### config.mk
export PLATFORM = sky130hd
export DESIGN_NAME = phase_seq_responder
export DESIGN_NICKNAME = d
export VERILOG_FILES = /design/src/rtl/phase_seq_responder.sv
export SDC_FILE = /design/constraint.sdc
export NUM_CORES = 1
export LEC_CHECK = 0
export CAP_MARGIN = 0
export CORE_MARGIN = 3
export CORE_UTILIZATION = 40
export CTS_CLUSTER_DIAMETER = 60
export CTS_CLUSTER_SIZE = 28
export DETAILED_ROUTE_END_ITERATION = 10
export GPL_TIMING_DRIVEN = 0
export PLACE_DENSITY = 0.61
export SYNTH_ARGS = -nofsm -noshare
export SYNTH_HDL_FRONTEND = slang
export SYNTH_SLANG_ARGS = --single-unit
### constraint.sdc
create_clock -name clk -period 4.9 [get_ports clk]
set_input_delay 0.98 -clock clk [delete_from_list [all_inputs] [get_ports clk]]
set_output_delay 0.98 -clock clk [all_outputs]
set_load 0.1 [all_outputs]
### src/rtl/phase_seq_responder.sv
// phase_seq_responder: responder end of the a->b->c->d phase handshake.
// Ports:
//   clk     - clock, all sampling on posedge
//   rst     - asynchronous active-high reset
//   a       - initiator request strobe, rising edge starts a sequence
//   b, c, d - back-to-back response phases (B_LEN, C_LEN, D_LEN cycles)
//   busy    - high while a sequence is in progress
//   done    - one-cycle pulse in the cycle d falls
//   overrun - one-cycle pulse when a rises while busy (rise is dropped)
module phase_seq_responder #(
    parameter int DELAY = 3,
    parameter int B_LEN = 4,
    parameter int C_LEN = 4,
    parameter int D_LEN = 4,
    parameter int CNT_W = 8
) (
    input  logic clk,
    input  logic rst,
    input  logic a,
    output logic b,
    output logic c,
    output logic d,
    output logic busy,
    output logic done,
    output logic overrun
);
    typedef enum logic [2:0] {IDLE, WAIT, PH_B, PH_C, PH_D} state_t;
    // Reload values; WAIT_LD is unused when DELAY==1 (entry goes straight to PH_B).
    localparam logic [CNT_W-1:0] WAIT_LD = CNT_W'(DELAY - 2);
    localparam logic [CNT_W-1:0] B_LD = CNT_W'(B_LEN - 1);
    localparam logic [CNT_W-1:0] C_LD = CNT_W'(C_LEN - 1);
    localparam logic [CNT_W-1:0] D_LD = CNT_W'(D_LEN - 1);
    state_t state;
    logic [CNT_W-1:0] cnt;
    logic a_q;
    logic rise;
    assign rise = a & ~a_q;
    assign b = state == PH_B;
    assign c = state == PH_C;
    assign d = state == PH_D;
    assign busy = state != IDLE;
    // a_q resets high so a strobe already high at reset release is not a rise.
    always_ff @(posedge clk or posedge rst) begin
        if (rst) begin
            state <= IDLE;
            cnt <= '0;
            a_q <= 1'b1;
            done <= 1'b0;
            overrun <= 1'b0;
        end else begin
            a_q <= a;
            done <= 1'b0;
            overrun <= rise && state != IDLE;
            case (state)
                IDLE: if (rise) begin
                    state <= DELAY == 1 ? PH_B : WAIT;
                    cnt <= DELAY == 1 ? B_LD : WAIT_LD;
                end
                WAIT: if (cnt == '0) begin
                    state <= PH_B;
                    cnt <= B_LD;
                end else cnt <= cnt - 1'b1;
                PH_B: if (cnt == '0) begin
                    state <= PH_C;
                    cnt <= C_LD;
                end else cnt <= cnt - 1'b1;
                PH_C: if (cnt == '0) begin
                    state <= PH_D;
                    cnt <= D_LD;
                end else cnt <= cnt - 1'b1;
                PH_D: if (cnt == '0) begin
                    state <= IDLE;
                    done <= 1'b1;
                end else cnt <= cnt - 1'b1;
                default: state <= IDLE;
            endcase
        end
    end
endmodule

# After elaboration in Yosys (flattened, before gate mapping)
# Cells that the tools add are included.
dict set report totals {
  reg_bits 14
  wordCells 38
  in_bits 3
}
dict set report classes {
  bitwise 2
  eq_ne 10
  add_sub_neg 1
  muxes 12
  n_reduce_logical 8
}
# cell count
set ops {}
lappend ops {{$mux W8} 3}
lappend ops {{$pmux W8 S3} 1}
lappend ops {{$mux W3} 5}
lappend ops {{$pmux W3 S5} 1}
lappend ops {{$logic_not A8 Y1} 1}
lappend ops {{$sub A8 B1 Y8 const B} 1}
lappend ops {{$eq A3 B2 Y1 const B} 2}
lappend ops {{$ne A2 B1 Y1 const B} 3}
lappend ops {{$ne A2 B2 Y1 const B} 3}
lappend ops {{$reduce_bool A3 Y1} 2}
lappend ops {{$reduce_and A5 Y1} 1}
lappend ops {{$eq A3 B1 Y1 const B} 1}
lappend ops {{$eq A3 B3 Y1 const B} 1}
lappend ops {{$logic_not A3 Y1} 1}
lappend ops {{$reduce_and A3 Y1} 1}
lappend ops {{$reduce_or A3 Y1} 1}
lappend ops {{$mux W1} 2}
lappend ops {{$and A1 B1 Y1} 1}
lappend ops {{$logic_and A1 B1 Y1} 1}
lappend ops {{$not A1 Y1} 1}

# Depth between registers and ports, before layout
dict set report logic_depth {
  ltp_word 4
  depth_mapped 7
  ltp_nobuf 6
}

# Worst setup path after synthesis
# No wires, ideal clock.
dict set report synth_path {
  path_type {reg2out}
  start {register state[1]}
  end {output port d}
  required_time_ns 3.920
  path_slack_ns 0.919
  path_stages_with_launch 3
  arrival_time_ns 3.001
  path_cell_list {dfrtp_1 clkbuf_1 nor3b_1}
}
dict set report synth_between {
  elab_chain_len 1
}
# item line
set synth_lines {}
lappend synth_lines {{start: declaration} 33} ;# state_t state;
lappend synth_lines {{start signal: assignment} 56} ;# state <= DELAY == 1 ? PH_B : WAIT;
lappend synth_lines {{$eq A3 B3 Y1} 40} ;# assign d = state == PH_D;
lappend synth_lines {{end: declaration} 22} ;# output logic d,
# No other way between the ends.

# Worst setup path in the final report
# Ends and elaborated chain as after synthesis.

==> flow_metrics.tcl <==
set metrics [dict create \
    status "completed" \
    worst_ep_required_time_ps 3920 \
    synth.largest_area_cell "sky130_fd_sc_hd__dfrtp_1" \
    clkSinkCount 14 \
    nNetsFinal 120 \
    clkLatencyLatePin_ps 280 \
    fin_crit_sh_pct 74.8 \
    hold_class "flip-flop to flip-flop" \
    routabilityCongestion 0.876 \
    worst-setup-path-type "flip-flop to output pin" \
    critical_path.cell_chain "clkbuf_1, nor3b_1, clkdlybuf4s50_1" \
    total_die_area_um2 2880 \
    synth_top_flop_cell "sky130_fd_sc_hd__dfrtp_1" \
    setup_tns_ps 0 \
    sort_of_element_at_the_start_of_the_critical_path "flip-flop" \
    detailroute.via_count 831 \
    detailed_place.area_um2 1020 \
    clk_path_buf_depth 2 \
    power_mw 0.665 \
    global_route.overflow_total 0 \
    core_um2 2060 \
    grt_start_max_net_pins 15 \
    cts_tree "built" \
    post_drt_wl_per_cell_um 15.5 \
    finish.utilization_pct 50.8 \
    layoutNonFillerInstCount 141 \
    drive_gt1_share_pct 10.5 \
    cp-startpoint "state[1]" \
    crit-reg2reg-launch "cnt[0]" \
    fin_worst_setup_slack_ps 1230 \
    clk_transition_reported_paths_ps 90 \
    netlist_area_um2 907 \
    fmax_ghz 0.273 \
    cts.repair_timing.setup_buffer_count 0 \
    setup.reg_to_reg.worst_slack_ps 2800 \
    ys_seq_area_share_pct 38.8 \
    finalHoldWorstSlack_ps 570 \
    grt_pass1_vias 820 \
    die_height_um 53.6 \
    core.rowCount 16 \
    hold_viol 0 \
    area_delta_synth_final_pct 15.4 \
    synth_top_cells_by_area "sky130_fd_sc_hd__dfrtp_1, sky130_fd_sc_hd__a21o_1, sky130_fd_sc_hd__or3_1" \
    routed_wl_mm 2.19 \
    syn-mean-instance-area_um2 8.89 \
    worst_setup_path_end_kind "output pin" \
    number_of_antenna_violations_at_the_first_check_in_global_routing 0 \
    place_ws_ps 1540 \
    finish.instance_area_um2 1050 \
    synth_enable_flop_cells 0 \
    slowest_delay_ps 1250 \
    worst-path-max-fanout 10 \
    route.antenna.remaining_nets 0 \
    synth.most_common_cell "sky130_fd_sc_hd__dfrtp_1" \
    number_of_buffers_inserted_by_port_buffering 8 \
    rsz0062_at_grt "no" \
    yosysTopAreaCellShare_pct 35.9 \
    cts.hold.buffers_added 0 \
    setup_viol 0 \
    cts_resized 0 \
    placed_cells 137 \
    diodes 0 \
    drv_cap 0 \
    floorplan.io_pins 9 \
    detailedRoute.firstPassIterationCount 4 \
    drc 0 \
    drt_first_iter_violations 20 \
    p_leak_nw 0.437 \
    synthTopCellsByCount "sky130_fd_sc_hd__dfrtp_1, sky130_fd_sc_hd__nor2_1, sky130_fd_sc_hd__nand2_1, sky130_fd_sc_hd__nand3_1" \
    setup_skew_ps 6.63 \
    timing.max_slew.rel_slack_pct 35.6 \
    power_density_nw_per_um2 635 \
    asyncSetResetFlopFracSynth_pct 100 \
    floorplan.initialDensity_pct 44.0 \
    cts.root.buffer_cell "sky130_fd_sc_hd__clkbuf_4" \
    post_synth_inst_count 102 \
    track_usage_pct 18.7 \
    period_needed_ps 3670 \
    routed_via_count_divided_by_cell_count 5.89 \
    numCtsBuffers 3 \
    hold_path_depth 2 \
    htree_levels 1 \
    reg2reg_depth 6 \
    max_slew.worst_pin.slew_ps 963 \
    crit_slowest_cell "sky130_fd_sc_hd__clkdlybuf4s50_1" \
    net_count_of_the_mapped_netlist 107 \
    timing.rr.end "cnt[4]" \
    capture_point_of_the_worst_path "d" \
    ys_ff_latch 14 \
    wire_length_of_the_first_global_routing_pass_mm 3.82 \
    slew_violations 0 \
    die_w_um 53.6 \
    dp_hpwl_mm 1.59 \
    critical_path_arrival_ps 2690 \
    ys_warn_count 0 \
    synth_cell_types 38 \
    power.ir.vdd_worst_uv 482 \
]
[placed cells by master (no fill, tap or decap), types with 2 or more instances in the layout]
master,instances
sky130_fd_sc_hd__dfrtp_1,13
sky130_fd_sc_hd__nor2_1,8
sky130_fd_sc_hd__clkdlybuf4s50_1,8
sky130_fd_sc_hd__nand2_1,7
sky130_fd_sc_hd__clkbuf_1,6
sky130_fd_sc_hd__nand3_1,6
sky130_fd_sc_hd__or3_1,5
sky130_fd_sc_hd__a21o_1,5
sky130_fd_sc_hd__o21ai_0,5
sky130_fd_sc_hd__inv_1,4
sky130_fd_sc_hd__o211ai_1,4
sky130_fd_sc_hd__a21oi_1,4
sky130_fd_sc_hd__a211oi_1,3
sky130_fd_sc_hd__clkbuf_4,3
sky130_fd_sc_hd__nand2b_1,2
sky130_fd_sc_hd__or4_4,2
sky130_fd_sc_hd__nand3b_1,2
sky130_fd_sc_hd__nor3b_1,2
sky130_fd_sc_hd__mux2i_1,2
sky130_fd_sc_hd__nor2b_1,2
sky130_fd_sc_hd__ha_1,2
[worst min path at each step]
stage | slack, ps | startpoint | endpoint
finish | 570 | cnt[0] | cnt[0]
global route | 600 | cnt[0] | cnt[0]
CTS | 570 | cnt[0] | cnt[0]
detailed placement | 550 | cnt[0] | cnt[0]
global placement | 540 | cnt[0] | cnt[0]
floorplan | 510 | cnt[0] | cnt[0]
[metal layers]
metal  up-vias  global-route usage (%)  wire length [um]
met3         2                    5.82               158
met5         -                       0                 0
met4         0                    5.53                18
li1        400                       -                 -
met1       394                    24.3              1010
met2        35                    29.6              1010
[cells by family (layout without fill, tap and decap cells)]
kind of cell    count (synthesis)  after routing  share of synthesized area (%)
xor+xnor                        1              1                          0.966
mux                             3              3                           3.45
fa+ha+maj                       2              2                           2.76
simple gates                   44             44                           27.6
flops                          14             14                           38.8
buf+inv                        10             22                           4.97
compound gates                 28             28                           21.5
[layout make-up]
class | count | area (um^2)
repair buffers | 8 | 80.1
fillers | 211 | 1010
multi-input cells | 78 | 510
clock buffers | 4 | 26.3
plain buffers | 6 | 30.0
inverters | 4 | 15.0
well taps | 27 | 33.8
flip-flops and latches | 14 | 352
[critical path: cells and delay by family (launching register included)]
family,cells,cell delay [ps]
buffers and inverters,2,1460
DFF,1,360
and+or+nand+nor,1,580
[power breakdown]
part	internal (mW)	total, mW	switching (mW)	leakage, nW
clock	0.0316	0.0688	0.0372	0.0150
combinational	0.145	0.396	0.251	0.249
sequential	0.159	0.200	0.0417	0.172
total	0.335	0.665	0.330	0.437
[state kept, by name, indices dropped and copies added (netlist names)]
signal and flops:
done 1, state 3, a_q 1, cnt 8, overrun 1
Note: power is estimated with default switching activity, not from simulation.
